`src/rtl/instr_encoder.sv`:
```
// ---------------------------------------------------------------------------
// instr_encoder
//
// Encodes MIPS-style instruction fields into 32-bit machine words, buffers
// them in a small FIFO and streams them into an instruction memory at
// consecutive word addresses starting from 0. When the last address has been
// written, the block parks in DONE until clear or reset.
//
// Ports
//   clk                        single clock, rising edge
//   reset                      asynchronous, active-high
//   in_valid / in_ready        instruction-field handshake
//   in_mnem                    0 add,1 sub,2 and,3 or,4 slt,5 sll,6 srl,
//                              7 lw,8 sw,9 lh,10 sh,11 addi,12 beq
//   in_rs/in_rt/in_rd/in_shamt register and shift-amount fields
//   in_imm                     immediate / offset
//   clear                      synchronous restart (flush, address 0)
//   imem_we/imem_addr/imem_wdata  instruction-memory write port (registered)
//   done                       memory image full
//   err                        sticky illegal-mnemonic flag
//
// Build option
//   HALFWORD_EN  defined: lh/sh are encoded; undefined: mnemonics 9/10 illegal.
// ---------------------------------------------------------------------------
module instr_encoder #(
    parameter int DEPTH  = 4,
    parameter int ADDR_W = 8
) (
    input  logic              clk,
    input  logic              reset,
    input  logic              in_valid,
    output logic              in_ready,
    input  logic [3:0]        in_mnem,
    input  logic [4:0]        in_rs,
    input  logic [4:0]        in_rt,
    input  logic [4:0]        in_rd,
    input  logic [4:0]        in_shamt,
    input  logic [15:0]       in_imm,
    input  logic              clear,
    output logic              imem_we,
    output logic [ADDR_W-1:0] imem_addr,
    output logic [31:0]       imem_wdata,
    output logic              done,
    output logic              err
);

    localparam int PTR_W = (DEPTH > 1) ? $clog2(DEPTH) : 1;
    localparam logic [PTR_W:0]    FULL_CNT  = (PTR_W+1)'(DEPTH);
    localparam logic [ADDR_W-1:0] ADDR_LAST = '1;

    typedef enum logic [1:0] {
        S_IDLE  = 2'd0,
        S_WRITE = 2'd1,
        S_DONE  = 2'd2
    } state_t;

    // -----------------------------------------------------------------------
    // Encoding helpers
    // -----------------------------------------------------------------------
    function automatic logic [31:0] rtype(input logic [4:0] rs, input logic [4:0] rt,
                                          input logic [4:0] rd, input logic [4:0] shamt,
                                          input logic [5:0] funct);
        return {6'h00, rs, rt, rd, shamt, funct};
    endfunction

    function automatic logic [31:0] itype(input logic [5:0] op, input logic [4:0] rs,
                                          input logic [4:0] rt, input logic [15:0] imm);
        return {op, rs, rt, imm};
    endfunction

    // Returns {legal, word}; an illegal mnemonic yields legal=0.
    function automatic logic [32:0] encode(input logic [3:0]  mnem,
                                           input logic [4:0]  rs,
                                           input logic [4:0]  rt,
                                           input logic [4:0]  rd,
                                           input logic [4:0]  shamt,
                                           input logic [15:0] imm);
        logic [32:0] r;
        r = '0;
        case (mnem)
            // Non-shift R-types carry no shift amount; shifts carry no rs.
            4'd0:  r = {1'b1, rtype(rs,    rt, rd, 5'd0,  6'h20)};
            4'd1:  r = {1'b1, rtype(rs,    rt, rd, 5'd0,  6'h22)};
            4'd2:  r = {1'b1, rtype(rs,    rt, rd, 5'd0,  6'h24)};
            4'd3:  r = {1'b1, rtype(rs,    rt, rd, 5'd0,  6'h25)};
            4'd4:  r = {1'b1, rtype(rs,    rt, rd, 5'd0,  6'h2A)};
            4'd5:  r = {1'b1, rtype(5'd0,  rt, rd, shamt, 6'h00)};
            4'd6:  r = {1'b1, rtype(5'd0,  rt, rd, shamt, 6'h02)};
            4'd7:  r = {1'b1, itype(6'h23, rs, rt, imm)};
            4'd8:  r = {1'b1, itype(6'h2B, rs, rt, imm)};
`ifdef HALFWORD_EN
            4'd9:  r = {1'b1, itype(6'h21, rs, rt, imm)};
            4'd10: r = {1'b1, itype(6'h29, rs, rt, imm)};
`endif
            4'd11: r = {1'b1, itype(6'h08, rs, rt, imm)};
            4'd12: r = {1'b1, itype(6'h04, rs, rt, imm)};
            default: r = '0;
        endcase
        return r;
    endfunction

    // -----------------------------------------------------------------------
    // Stage p0: combinational encode of the presented fields
    // -----------------------------------------------------------------------
    logic [32:0] enc_p0;
    logic        legal_p0;
    logic [31:0] word_p0;

    assign enc_p0   = encode(in_mnem, in_rs, in_rt, in_rd, in_shamt, in_imm);
    assign legal_p0 = enc_p0[32];
    assign word_p0  = enc_p0[31:0];

    // FIFO storage and control state
    logic [31:0]       mem [DEPTH];
    logic [PTR_W-1:0]  wptr, rptr;
    logic [PTR_W:0]    count, cnt_nxt;
    logic [ADDR_W-1:0] addr;
    state_t            state, state_nxt;

    logic hs, push, last_wr, can_issue, pop, bypass, issue, fifo_wr;
    logic [31:0] out_word;

    assign in_ready = !reset && (count != FULL_CNT) && (state != S_DONE) && !clear;
    assign done     = (state == S_DONE);

    always_comb begin
        hs        = in_valid && in_ready;
        push      = hs && legal_p0;
        // The write to the last address is on the port this cycle: no more
        // words may be issued, the FSM parks in DONE at the next edge.
        last_wr   = imem_we && (imem_addr == ADDR_LAST);
        can_issue = (state != S_DONE) && !last_wr;
        pop       = can_issue && (count != '0);
        // With an empty FIFO the accepted word goes straight to the write
        // register so it appears on the memory port one cycle after acceptance.
        bypass    = can_issue && (count == '0) && push;
        issue     = pop || bypass;
        fifo_wr   = push && !bypass;
        out_word  = pop ? mem[rptr] : word_p0;
        cnt_nxt   = count + {{PTR_W{1'b0}}, fifo_wr} - {{PTR_W{1'b0}}, pop};
    end

    always_comb begin
        state_nxt = state;
        if (clear) begin
            state_nxt = S_IDLE;
        end else begin
            case (state)
                S_DONE:  state_nxt = S_DONE;
                default: begin
                    if (last_wr)
                        state_nxt = S_DONE;
                    else if (cnt_nxt != '0)
                        state_nxt = S_WRITE;
                    else
                        state_nxt = S_IDLE;
                end
            endcase
        end
    end

    always_ff @(posedge clk or posedge reset) begin
        if (reset)
            state <= S_IDLE;
        else
            state <= state_nxt;
    end

    // FIFO storage carries data only; pointers alone define its contents.
    always_ff @(posedge clk) begin
        if (fifo_wr && !clear)
            mem[wptr] <= word_p0;
    end

    // -----------------------------------------------------------------------
    // Stage p1: FIFO pointers, address counter and registered write port
    // -----------------------------------------------------------------------
    always_ff @(posedge clk or posedge reset) begin
        if (reset) begin
            wptr       <= '0;
            rptr       <= '0;
            count      <= '0;
            addr       <= '0;
            imem_we    <= 1'b0;
            imem_addr  <= '0;
            imem_wdata <= '0;
            err        <= 1'b0;
        end else if (clear) begin
            wptr      <= '0;
            rptr      <= '0;
            count     <= '0;
            addr      <= '0;
            imem_we   <= 1'b0;
            imem_addr <= '0;
            err       <= 1'b0;
        end else begin
            count <= cnt_nxt;
            if (fifo_wr)
                wptr <= wptr + 1'b1;
            if (pop)
                rptr <= rptr + 1'b1;
            if (hs && !legal_p0)
                err <= 1'b1;
            imem_we <= issue;
            if (issue) begin
                imem_addr  <= addr;
                imem_wdata <= out_word;
                // Hold at the last address; DONE prevents any further issue.
                if (addr != ADDR_LAST)
                    addr <= addr + 1'b1;
            end
        end
    end

endmodule

```
`config.mk`:
```
export PLATFORM = sky130hd
export DESIGN_NAME = instr_encoder
export DESIGN_NICKNAME = d
export VERILOG_FILES = /design/src/rtl/instr_encoder.sv
export SDC_FILE = /design/constraint.sdc
export NUM_CORES = 1
export LEC_CHECK = 0
export ABC_AREA = 1
export ABC_CLOCK_PERIOD_IN_PS = 5500
export CAP_MARGIN = 30
export CORE_UTILIZATION = 68
export CTS_BUF_LIST = sky130_fd_sc_hd__clkbuf_16
export CTS_CLUSTER_SIZE = 30
export DETAILED_ROUTE_END_ITERATION = 8
export DONT_BUFFER_PORTS = 1
export PLACE_DENSITY = 0.84
export RECOVER_POWER = 25
export SLEW_MARGIN = 20
export SYNTH_ARGS = -nofsm -noshare
export SYNTH_HDL_FRONTEND = slang
export SYNTH_SLANG_ARGS = --single-unit
```
`constraint.sdc`:
```
create_clock -name clk -period 5.5 [get_ports clk]
set_clock_uncertainty 0.15 [all_clocks]
set_input_delay 1.1 -clock clk [delete_from_list [all_inputs] [get_ports clk]]
set_output_delay 1.1 -clock clk [all_outputs]
set_load 0.005 [all_outputs]
```
Word-level counts from Yosys, hierarchy flattened
Memories as Yosys holds them, arrays and structs flattened.
Cells that the tools add are included.
- output and inout port bits: 44
- word-level logic and storage cells: 82
- memory bits (writable): 128
- memories kept: 1
- flip-flop bits (word level): 59
- reductions and logical operators: 30
- $add $sub $neg: 5
- equality and inequality tests: 15
- multiplexer cells: 21
- bitwise logic cells: 1
- memories (name ; words ; width ; read ports ; clocked after Yosys merged registers in ; write ports ; line ; text):
    mem ; 4 ; 32 ; 1 ; 0 ; 1 ; 114 ; logic [31:0] mem [DEPTH];
- operators with widths (cell ; number):
    $pmux W33 S11 ; 1
    $mux W8 ; 5
    $mux W32 ; 1
    $eq A4 B3 Y1 const B ; 4
    $mux W2 ; 7
    $logic_and A1 B1 Y1 ; 13
    $eq A4 B4 Y1 const B ; 3
    $reduce_bool A2 Y1 ; 5
    $add A8 B1 Y8 const B ; 1
    $eq A4 B2 Y1 const B ; 2
    $eq A8 B8 Y1 const B ; 1
    $ne A8 B8 Y1 const B ; 1
    $mux W1 ; 6
    $reduce_bool A3 Y1 ; 2
    $logic_not A1 Y1 ; 5
    $add A2 B1 Y2 const B ; 2
    $eq A4 B1 Y1 const B ; 1
    $logic_not A4 Y1 ; 1
    $reduce_and A2 Y1 ; 2
    $add A3 B1 Y3 ; 1
    $logic_not A3 Y1 ; 1
    $mux W3 ; 1
    $ne A3 B3 Y1 const B ; 1
    $sub A3 B1 Y3 ; 1
    other kinds (4) ; 4

Logic depth before layout (Yosys ltp)
- depth in word-level cells: 16
- gate-level depth with buffers: 16

Least setup slack after synthesis
No wires, ideal clock.
- path type: input to register
- start: input port in_mnem[0]
- end: memory mem[0][0] (enable)
- arrival time: 3.192 ns
- stages: 7
- slack: 1.743 ns
- required time: 4.935 ns
- buffers on the path: 0
- cell sequence: a31oi_1 inv_2 nand2_4 nand2_4 nor2_1 inv_2 nor2_1
- longest elaborated chain between the ends: 9
- RTL lines (what ; line ; text):
    start, declared ; 33 ; input logic [3:0] in_mnem,
    $eq A4 B4 Y1, or another cell as far along ; 80 ; case (mnem)
    $pmux W33 S11 (*) ; 80 ;
    $logic_and A1 B1 Y1 (*) ; 128 ; push = hs && legal_p0;
    $logic_and A1 B1 Y1 ; 136 ; bypass = can_issue && (count == '0) && push;
    $logic_not A1 Y1 ; 138 ; fifo_wr = push && !bypass;
    $logic_and A1 B1 Y1 (*) ; 138 ;
    $logic_and A1 B1 Y1 (*) ; 171 ; if (fifo_wr && !clear)
    $mux W1 (*) ; 171 ;
    $mux W1 (not written as such) (*) ; 172 ; mem[wptr] <= word_p0;
    end, declared ; 114 ;
Mark *: on every way between the ends. The rest lies on a longest branch, timed or not.

==> reports/summary.txt <==
============================================================================
Outcome ....................................................... complete, but fails checks
Violations in the final reports ............................... capacitance limit, slew limit
Internal reg-to-reg setup slack ...............................      2.59 ns
Core outline area .............................................  10890 sq um
Largest net degree at the start of global routing .............           60
Type of the tightest min-delay check .......................... register to register
Aggregate routed wire length .................................. 16520 microns
Max IR drop VDD ...............................................     281.8 uV
Worst slew pin tran ...........................................     3.283 ns
Clock latency on the worst-skew pair ..........................      0.43 ns
CP Buf/Inv Count ..............................................            2
Most common cell after layout, fill and taps aside ............      nand2_1
Sequential cell area fraction in the yosys report .............       63.92%
Number of endpoints failing setup at the final stage ..........            0
Count of filler cells inserted in the layout ..................          692
Fmax ..........................................................    261.6 MHz
Cts-stage hold buffer count ...................................            0
Instance count on the critical path ...........................            2
Global-route met1 utilization .................................       38.14%
FF-to-FF Start ................................................     count[1]
Classification of the worst setup path ........................ primary input to asynchronous set/reset pin
Kind of end point of the critical path ........................ asynchronous set/reset pin
Cell with the biggest individual delay on the critical path ...     clkbuf_1
Share of post-route cells with drive strength above 1 .........       9.536%
Starting density of the core ..................................       70.19%
Number of buffers created by CTS ..............................           17
RePlAce Congestion ............................................       0.8090
Height of the chip ............................................ 108.0 microns
Number of port buffers ........................................            0
Starting DRC count in detailed routing ........................          399
RSZ-0062 raised after global routing ..........................           no
CTS H-Tree Depth ..............................................            4
Avg Synthesized Cell Area .....................................  9.899 sq um
Series of cell instances along the critical path .............. inv_1 > clkbuf_1
Critical path endpoint ........................................ imem_wdata[14]
Total routing resource utilization after global routing .......       30.42%
Critical path peak fanout .....................................           56
Area leader, netlist ..........................................     edfxtp_1
Clock tree root buffer cell ...................................    clkbuf_16
PwrDens ....................................................... 484.1 nW/um^2
Headroom to the max-slew limit ................................      -118.9%
Mean routed wirelength per cell ............................... 18.04 microns
Total of flip-flops plus latches after synthesis ..............          172
Die Span X .................................................... 108.0 microns
Data required time at the worst endpoint ......................      5.15 ns
Initial antenna violation count ...............................            0
Leading cell types in the layout, fill and taps excluded ...... 248 x nand2_1, 116 x edfxtp_1, 83 x nor2_1
Final TNS setup ...............................................         0 ns
Layout overhead on the synthesized area .......................       7.760%
GR met3 Demand/Resource .......................................       5.606%
Remaining Overflow, GRT .......................................            0
Global-route layer with the greatest usage ....................         met2
Commonest register cell after synthesis .......................     edfxtp_1
Share of synthesized registers carrying an async set or reset .       32.56%
Share of the synthesized area in the top cell type ............       45.58%
Post-layout instance count excluding filler cells .............          916
Clock period minus worst slack ................................     3.823 ns
Type of element launching the critical path ................... primary input
Capturing point of the worst reg2reg path .....................      addr[0]
First-pass GRT wire length .................................... 26010 microns
Number of nets in the synthesized netlist .....................          824
Hold Slack ....................................................    0.3550 ns
CTS resizes ...................................................            0
DIE AREA ......................................................  11670 sq um
Standard cell area after detailed placement ...................   7671 sq um
I/O pin count .................................................           88
M2 GR Usage ...................................................       52.00%
Yosys synthesis warning count .................................            0
Clk pin slew, worst setup/hold paths ..........................      0.07 ns
Post-synth EDFFs ..............................................          116
Maximum clock insertion buffer count ..........................            2
Cell family contributing the most delay on the critical path .. buffers and inverters
Max_cap viols .................................................            1
Final-stage net count .........................................          815
Fin. max-slew vios ............................................           57
Unique cell type count in the Yosys netlist ...................           32
Worst-case reg-to-reg path depth ..............................            8
Number of antenna cells inserted ..............................            0
Number of placed instances, taps included .....................          883
Drt drc .......................................................            0
Std-Cell Rows .................................................           38
Number of instances in the synthesized netlist ................          772
Synthesized cell area .........................................   7642 sq um
Hold Vio Cnt, Final ...........................................            0
Max stage delay on crit path ..................................      2.31 ns
Via/cell ratio ................................................        5.811
TritonCTS clock tree ..........................................         done
Drt first pass iters ..........................................            7
Number of nets with antenna violations after routing ..........            0
TritonCTS sink count ..........................................          172
Number of buffers inserted by post-CTS setup repair ...........            0
Overall via count from detail_route ...........................         5323
Via count of the first global-routing pass ....................         5284
Detailed placement HPWL ....................................... 9593 microns
Arrival @ worst endpoint ......................................      3.47 ns
Final critical-path share of the clock period .................       69.51%
Leakage power total ...........................................     3.552 nW
Total non-filler cell area in the finished layout .............   8235 sq um
Crit path launch ..............................................        reset
Source of the worst hold timing path .......................... imem_wdata[24]
Top post-synthesis cells by area .............................. edfxtp_1 46%, dfrtp_1 18%, nand2_1 12%, o21ai_0 5.0%, nor2_1 4.2%
============================================================================
==> worst min-delay path: stages (launching register included) <==
cell     delay, ns
dfrtp_1       0.36
nand2_1       0.06
nand2_1       0.05
==> registers in the layout, summed over array words and instances, names as in the netlist <==
| register | cells |
|---|---|
| mem | 116 |
| imem_wdata | 29 |
| addr | 8 |
| imem_addr | 8 |
| count | 3 |
| rptr | 2 |
| state | 2 |
| wptr | 2 |
| err | 1 |
| imem_we | 1 |
==> per-stage QoR <==
step | worst slack [ns] | total power [mW] | util [%]
floorplan | 1.743 | 2.597 | -
global placement | 1.679 | 2.771 | 70.46
detailed placement | 1.541 | 2.838 | 70.46
CTS | 1.965 | 3.990 | 75.65
global route | 1.043 | 4.211 | 75.64
finish | 1.677 | 3.987 | 75.64
==> metal layers <==
| layer | share of wire [%] | up-vias | wire [microns] |
|---|---|---|---|
| met5 | 0 | - | 0 |
| met4 | 2.1 | 0 | 345 |
| met3 | 7.8 | 34 | 1283 |
| met2 | 52 | 270 | 8530 |
| met1 | 39 | 2492 | 6364 |
| li1 | - | 2527 | - |
==> cell type report <==
| cell class | instances | area (sq um) | area share, % |
|---|---|---|---|
| Timing Repair Buffer | 9 | 71.32 | 0.8660 |
| Clock buffer | 17 | 425.4 | 5.166 |
| Multi-Input combinational cell | 511 | 2341 | 28.43 |
| Inverter | 52 | 197.7 | 2.400 |
| Tap cell | 140 | 175.2 | 2.127 |
| Clock inverter | 15 | 140.1 | 1.702 |
| Sequential cell | 172 | 4885 | 59.31 |
==> cell families (layout without fill, tap and decap cells) <==
family | after synthesis | count (layout) | share of synthesized area [%]
simple gates | 383 | 383 | 20.56
flops | 172 | 172 | 63.92
compound gates | 115 | 115 | 8.153
buf+inv | 89 | 93 | 5.452
fa+ha+maj | 8 | 8 | 1.408
xor+xnor | 4 | 4 | 0.4585
other cells | 1 | 1 | 0.04907
==> how the worst min path moves through the flow <==
stage,cells past startpoint,end
2_1_floorplan,2,addr[6]
3_3_place_gp,2,addr[6]
3_5_place_dp,2,addr[6]
4_1_cts,2,imem_wdata[21]
5_1_grt,2,imem_wdata[21]
6_report,2,imem_wdata[24]
==> cell usage after synthesis (all sizes together), types with 2 or more instances <==
cell type and n:
clkbuf 24, edfxtp 116, dfrtp 56, nand2 272, inv 52, o21ai 76, a31oi 2, nand4 4
a21oi 6, nand3 14, buf 13, ha 7, xor2 3, nor2 89, nor3 3, o22ai 29
==> where the power goes <==
part           leakage [nW]  switching (mW)  internal, mW
sequential             1.79           0.142          1.54
combinational          1.50           0.806         0.352
clock                 0.262           0.515         0.629
total                  3.55            1.46          2.52
Note: power is estimated with default switching activity, not from simulation.
